<file path="src/rtl/upuart_rx_path.sv">
// UART receive path: programmable baud-tick generator plus a 16x-oversampling 8N1 receiver.
// The receiver re-phases the generator on every accepted start-bit edge.
module upuart_rx_path (
   input  logic        clk,
   input  logic        nrst,
   input  logic [31:0] count_val,
   input  logic        ovrsamp,
   input  logic        enable,
   input  logic        rxd,
   output logic [7:0]  data_out,
   output logic        data_wr,
   output logic        baud_tick
);

   typedef enum logic [2:0] {IDLE, START, DATA, STOP, WAITHI} state_t;

   state_t      state, state_next;
   logic        rxd_meta, rxs, rxs_prev;
   logic [31:0] cnt, terminal;
   logic        brreset;
   logic [3:0]  tick_cnt, tick_cnt_next;
   logic [2:0]  bit_idx, bit_idx_next;
   logic [7:0]  shift, shift_next;
   logic [7:0]  data_out_next;
   logic        data_wr_next;

   // rxs_prev trails rxs by one clock so a 1->0 transition is seen as a single-cycle event.
   always_ff @(posedge clk or negedge nrst) begin
      if (!nrst) begin
         rxd_meta <= 1'b1;
         rxs      <= 1'b1;
         rxs_prev <= 1'b1;
      end else begin
         rxd_meta <= rxd;
         rxs      <= rxd_meta;
         rxs_prev <= rxs;
      end
   end

   assign terminal = ovrsamp ? (count_val - 32'd1) : ({count_val[27:0], 4'b0000} - 32'd1);

   always_ff @(posedge clk or negedge nrst) begin
      if (!nrst) begin
         cnt       <= 32'd0;
         baud_tick <= 1'b0;
      end else if (brreset || !enable) begin
         cnt       <= 32'd0;
         baud_tick <= 1'b0;
      end else if (cnt == terminal) begin
         cnt       <= 32'd0;
         baud_tick <= 1'b1;
      end else begin
         cnt       <= cnt + 32'd1;
         baud_tick <= 1'b0;
      end
   end

   always_ff @(posedge clk or negedge nrst) begin
      if (!nrst) begin
         state    <= IDLE;
         tick_cnt <= 4'd0;
         bit_idx  <= 3'd0;
         shift    <= 8'h00;
         data_out <= 8'h00;
         data_wr  <= 1'b0;
      end else begin
         state    <= state_next;
         tick_cnt <= tick_cnt_next;
         bit_idx  <= bit_idx_next;
         shift    <= shift_next;
         data_out <= data_out_next;
         data_wr  <= data_wr_next;
      end
   end

   // Start check lands on tick 8 (mid-bit); every later sample is 16 ticks apart.
   always_comb begin
      state_next    = state;
      tick_cnt_next = tick_cnt;
      bit_idx_next  = bit_idx;
      shift_next    = shift;
      data_out_next = data_out;
      data_wr_next  = 1'b0;
      brreset       = 1'b0;
      case (state)
         IDLE: begin
            if (rxs_prev && !rxs) begin
               brreset       = 1'b1;
               tick_cnt_next = 4'd0;
               state_next    = START;
            end
         end
         START: begin
            if (baud_tick) begin
               if (tick_cnt == 4'd7) begin
                  tick_cnt_next = 4'd0;
                  bit_idx_next  = 3'd0;
                  state_next    = rxs ? IDLE : DATA;
               end else begin
                  tick_cnt_next = tick_cnt + 4'd1;
               end
            end
         end
         DATA: begin
            if (baud_tick) begin
               if (tick_cnt == 4'd15) begin
                  tick_cnt_next = 4'd0;
                  shift_next    = {rxs, shift[7:1]};
                  if (bit_idx == 3'd7) begin
                     state_next = STOP;
                  end else begin
                     bit_idx_next = bit_idx + 3'd1;
                  end
               end else begin
                  tick_cnt_next = tick_cnt + 4'd1;
               end
            end
         end
         STOP: begin
            if (baud_tick) begin
               if (tick_cnt == 4'd15) begin
                  tick_cnt_next = 4'd0;
                  if (rxs) begin
                     data_out_next = shift;
                     data_wr_next  = 1'b1;
                     state_next    = IDLE;
                  end else begin
                     state_next = WAITHI;
                  end
               end else begin
                  tick_cnt_next = tick_cnt + 4'd1;
               end
            end
         end
         WAITHI: begin
            if (rxs) begin
               state_next = IDLE;
            end
         end
         default: state_next = IDLE;
      endcase
   end

endmodule

</file>
<file path="config.mk">
export PLATFORM = sky130hd
export DESIGN_NAME = upuart_rx_path
export DESIGN_NICKNAME = d
export VERILOG_FILES = /design/src/rtl/upuart_rx_path.sv
export SDC_FILE = /design/constraint.sdc
export NUM_CORES = 1
export LEC_CHECK = 0
export CAP_MARGIN = 20
export CORE_MARGIN = 2
export CORE_UTILIZATION = 40
export DETAILED_ROUTE_END_ITERATION = 16
export PLACE_DENSITY_LB_ADDON = 0.05
export SLEW_MARGIN = 20
export SYNTH_ARGS = -nofsm -noshare
export SYNTH_HDL_FRONTEND = slang
export SYNTH_SLANG_ARGS = --single-unit
</file>
<file path="constraint.sdc">
create_clock -name clk -period 4.13 [get_ports clk]
set_input_delay 0.413 -clock clk [delete_from_list [all_inputs] [get_ports clk]]
set_output_delay 0.413 -clock clk [all_outputs]
set_load 0.005 [all_outputs]
</file>
==> impl_metrics.csv <==
group,metric,value,unit
synthesis,syn_area,4990,um^2
synthesis,yosysUniqueCellTypes,76,
synthesis,yosysTopAreaCell,"dfrtp_1",
place,dp.cells,806,
pwr,leakage,2.44,nW
sta,worst_slew_pin_slew,0.946,ns
sta,min_period,3.94,ns
pwr,finalPower,0.00179,W
die,die_x,116,um
sta,max_slew_margin,36.0,%
die,die_y,116,um
run_status,status,"complete, no violations",
die,core-area,12100,um^2
worst_setup_path,path_max_fanout,32,
final_layout,areaGrowthSynthToFinish,22.3,%
clocking,clkTransAtPathRegs,0.05,ns
synthesis,synthTopCellsByCount,"nand2_1, dfrtp_1, nor2_1",
sta,fmax,254,MHz
clocking,clock-root-buffer,"clkbuf_16",
place,place_hpwl,10800,um
place,gp_congestion,0.914,
global_routing,grt_first_pass_wirelength,22800,um
die,row_count,40,
worst_setup_path,crit_type,"in -> reg",
die,io_pins,47,
job,maxCapViolCount,0,
routing,dr.pass1.iters,5,
global_routing,grt_max_degree,40,
pwr,irDropWorstVdd,236,uV
synthesis,synth.avg_cell_area,8.54,um^2
global_routing,grt-ovfl-total,0,
sta,fin_crit_sh,95.3,%
routing,drtAntennaViolNets,0,
pwr,power_density,293,nW/um^2
sta,finalSetupViolCount,0,
clocking,cts_tree,"yes",
clocking,cts_resized,0,
synthesis,ys_ff_latch,63,
clocking,max-clock-path-buffers,2,
synthesis,synth_top_area_share,30.1,%
pwr,cellInternalPower,0.00127,W
sta,rsz0062_at_grt,"false",
clocking,cts.sinks,63,
global_routing,first_global_vias,4315,
routing,drt-initial-drc-count,474,
sta,hold_violations,0,
global_routing,grt_antenna_before_repair,0,
clocking,cts-buffers-inserted,9,
clocking,cts_setup_buffers,0,
pwr,combPwrFrac,20.6,%
pwr,pwr-share-seq,39.1,%
synthesis,synth_seq_area_share,31.7,%
clocking,cts_hold_buffers,0,
die,start_util,41.2,%
pwr,p_switching,0.000514,W
global_routing,grt_util_all_layers,22.1,%
place,io_buffers,46,
final_layout,nets,691,
synthesis,synth_most_common_cell,"nand2_1",
routing,dr_total_vias,4550,
final_layout,stdcell_count,821,
synthesis,syn-instance-count,584,
sta,clock_skew,0.00640,ns
synthesis,synth_edf_count,0,
synthesis,ys_warn_count,0,
worst_setup_path,worstSetupStartpointType,"input port",
pwr,clkPwrFrac,40.2,%
synthesis,syn_nets,626,
pwr,swShare,28.7,%
synthesis,synthTopCellsByArea,"dfrtp_1, xnor2_1, xor2_1, nand2_1, nor2_2",
worst_hold_path,hold_path_class,"in -> async",
synthesis,synth_ff_type,"dfrtp_1",
sta,slew_viol_final,0,
die,die-area,13400,um^2
routing,wl_per_cell,17.2,um
worst_setup_path,cp.arrival,4.14,ns
routing,vias_per_cell,5.54,
synthesis,ys_async_sr_fraction,100,%
final_layout,drive_gt1_share,18.1,%
clocking,clock_latency,0.33,ns
final_layout,n_antenna_cell,0,
routing,routed_wl,14100,um
routing,drc,0,
worst_setup_path,critPathRequiredTime,4.33,ns
worst_setup_path,end_kind,"flip-flop",
clocking,htree_levels,3,
## through the flow
stage / utilization, % / cell area [um^2] / setup WS [ns] / hold slack (ns) / setup TNS (ns)
after detailed placement: 48.0 / 5820 / -0.0664 / 0.354 / -1.16
after CTS: 50.4 / 6100 / 0.277 / 0.246 / 0
after global routing: 50.4 / 6100 / 0.0117 / 0.268 / 0
after global placement: 48.0 / 5820 / -0.0515 / 0.354 / -0.932
final: 50.4 / 6100 / 0.194 / 0.208 / 0
after floorplan: - / 4990 / 0.459 / 0.117 / 0
## logic make-up (layout without fill, tap and decap cells)
group | after synthesis | after routing | share of synthesized area (%)
adder cells (fa/ha/maj) | 5 | 5 | 1.25
AND/OR/NAND/NOR | 283 | 283 | 31.2
flip-flops | 63 | 63 | 31.7
buffers and inverters | 45 | 114 | 4.16
AO/OA/AOI/OAI | 96 | 96 | 13.5
XOR/XNOR | 79 | 79 | 15.3
multiplexers | 13 | 13 | 2.86
## cell usage in the layout (no fill, tap or decap), types with 9 or more instances in the layout
| cell | Yosys | routed |
|---|---|---|
| a21oi_1 | 20 | 20 |
| and3_1 | 9 | 9 |
| buf_4 | 0 | 42 |
| clkbuf_16 | 0 | 9 |
| clkdlybuf4s50_1 | 0 | 45 |
| dfrtp_1 | 60 | 60 |
| inv_1 | 9 | 9 |
| mux2_2 | 10 | 10 |
| nand2_1 | 64 | 64 |
| nand3_1 | 30 | 30 |
| nand4_1 | 15 | 15 |
| nor2_1 | 44 | 44 |
| nor2_2 | 30 | 30 |
| nor3_1 | 18 | 18 |
| nor4_1 | 14 | 14 |
| o21ai_0 | 25 | 25 |
| or3_1 | 10 | 10 |
| xnor2_1 | 42 | 42 |
| xor2_1 | 32 | 32 |
## worst paths after layout
check	from	endpoint	slack, ns	cells past startpoint
setup reg to reg	cnt[1]	cnt[6]	1.45	10
hold reg to reg	rxd_meta	rxs	0.36	0
min in group clk	rxd_meta	rxs	0.36	0
hold / removal	nrst	cnt[31]	0.21	1
max in group asynchronous	nrst	rxd_meta	3.00	2
setup / recovery	count_val[1]	cnt[6]	0.19	14
## final cells by class
| class | instances | area, um^2 |
|---|---|---|
| tap | 168 | 210 |
| timing repair buffer | 89 | 791 |
| multi-input combinational | 476 | 3200 |
| inverter | 10 | 37.5 |
| clock inverter | 4 | 47.5 |
| clock buffer | 11 | 233 |
| sequential | 63 | 1580 |
| fill | 1193 | 6010 |
## state kept, by name, summed over array words and instances, names as in the netlist
| register | flops |
|---|---|
| rxd_meta | 1 |
| shift | 8 |
| baud_tick | 1 |
| tick_cnt | 4 |
| rxs_prev | 1 |
| state | 3 |
| cnt | 32 |
| data_out | 8 |
| data_wr | 1 |
| rxs | 1 |
| bit_idx | 3 |
## metal layers
layer / GRT usage, % / wire, um / vias up
met2: 33.3 / 6330 / 123
met4: 4.60 / 109 / 0
met1: 32.0 / 6810 / 2193
met3: 6.22 / 856 / 11
met5: 0 / 0 / -
li1: - / - / 2223
## power groups by stage
| stage | clock network [W] | registers [W] | logic [W] |
|---|---|---|---|
| global placement | 0 | 0.000709 | 0.000363 |
| CTS | 0.000740 | 0.000699 | 0.000370 |
| detailed placement | 0 | 0.000710 | 0.000368 |
| finish | 0.000719 | 0.000700 | 0.000369 |
| floorplan | 0 | 0.000680 | 0.000263 |
| global route | 0.000766 | 0.000709 | 0.000413 |
## critical path: stages
cell and delay (ns):
clkdlybuf4s50_1 0.45, inv_1 0.07, ha_1 0.17, nor4b_1 0.78, nand2_1 0.30, buf_4 0.23
xor2_1 0.15, a21oi_1 0.17, o211ai_1 0.16, nor4_2 0.31, nand4_2 0.19, o41ai_4 0.37
buf_12 0.28, nor3_1 0.08
(Power assumes the default switching activity.)
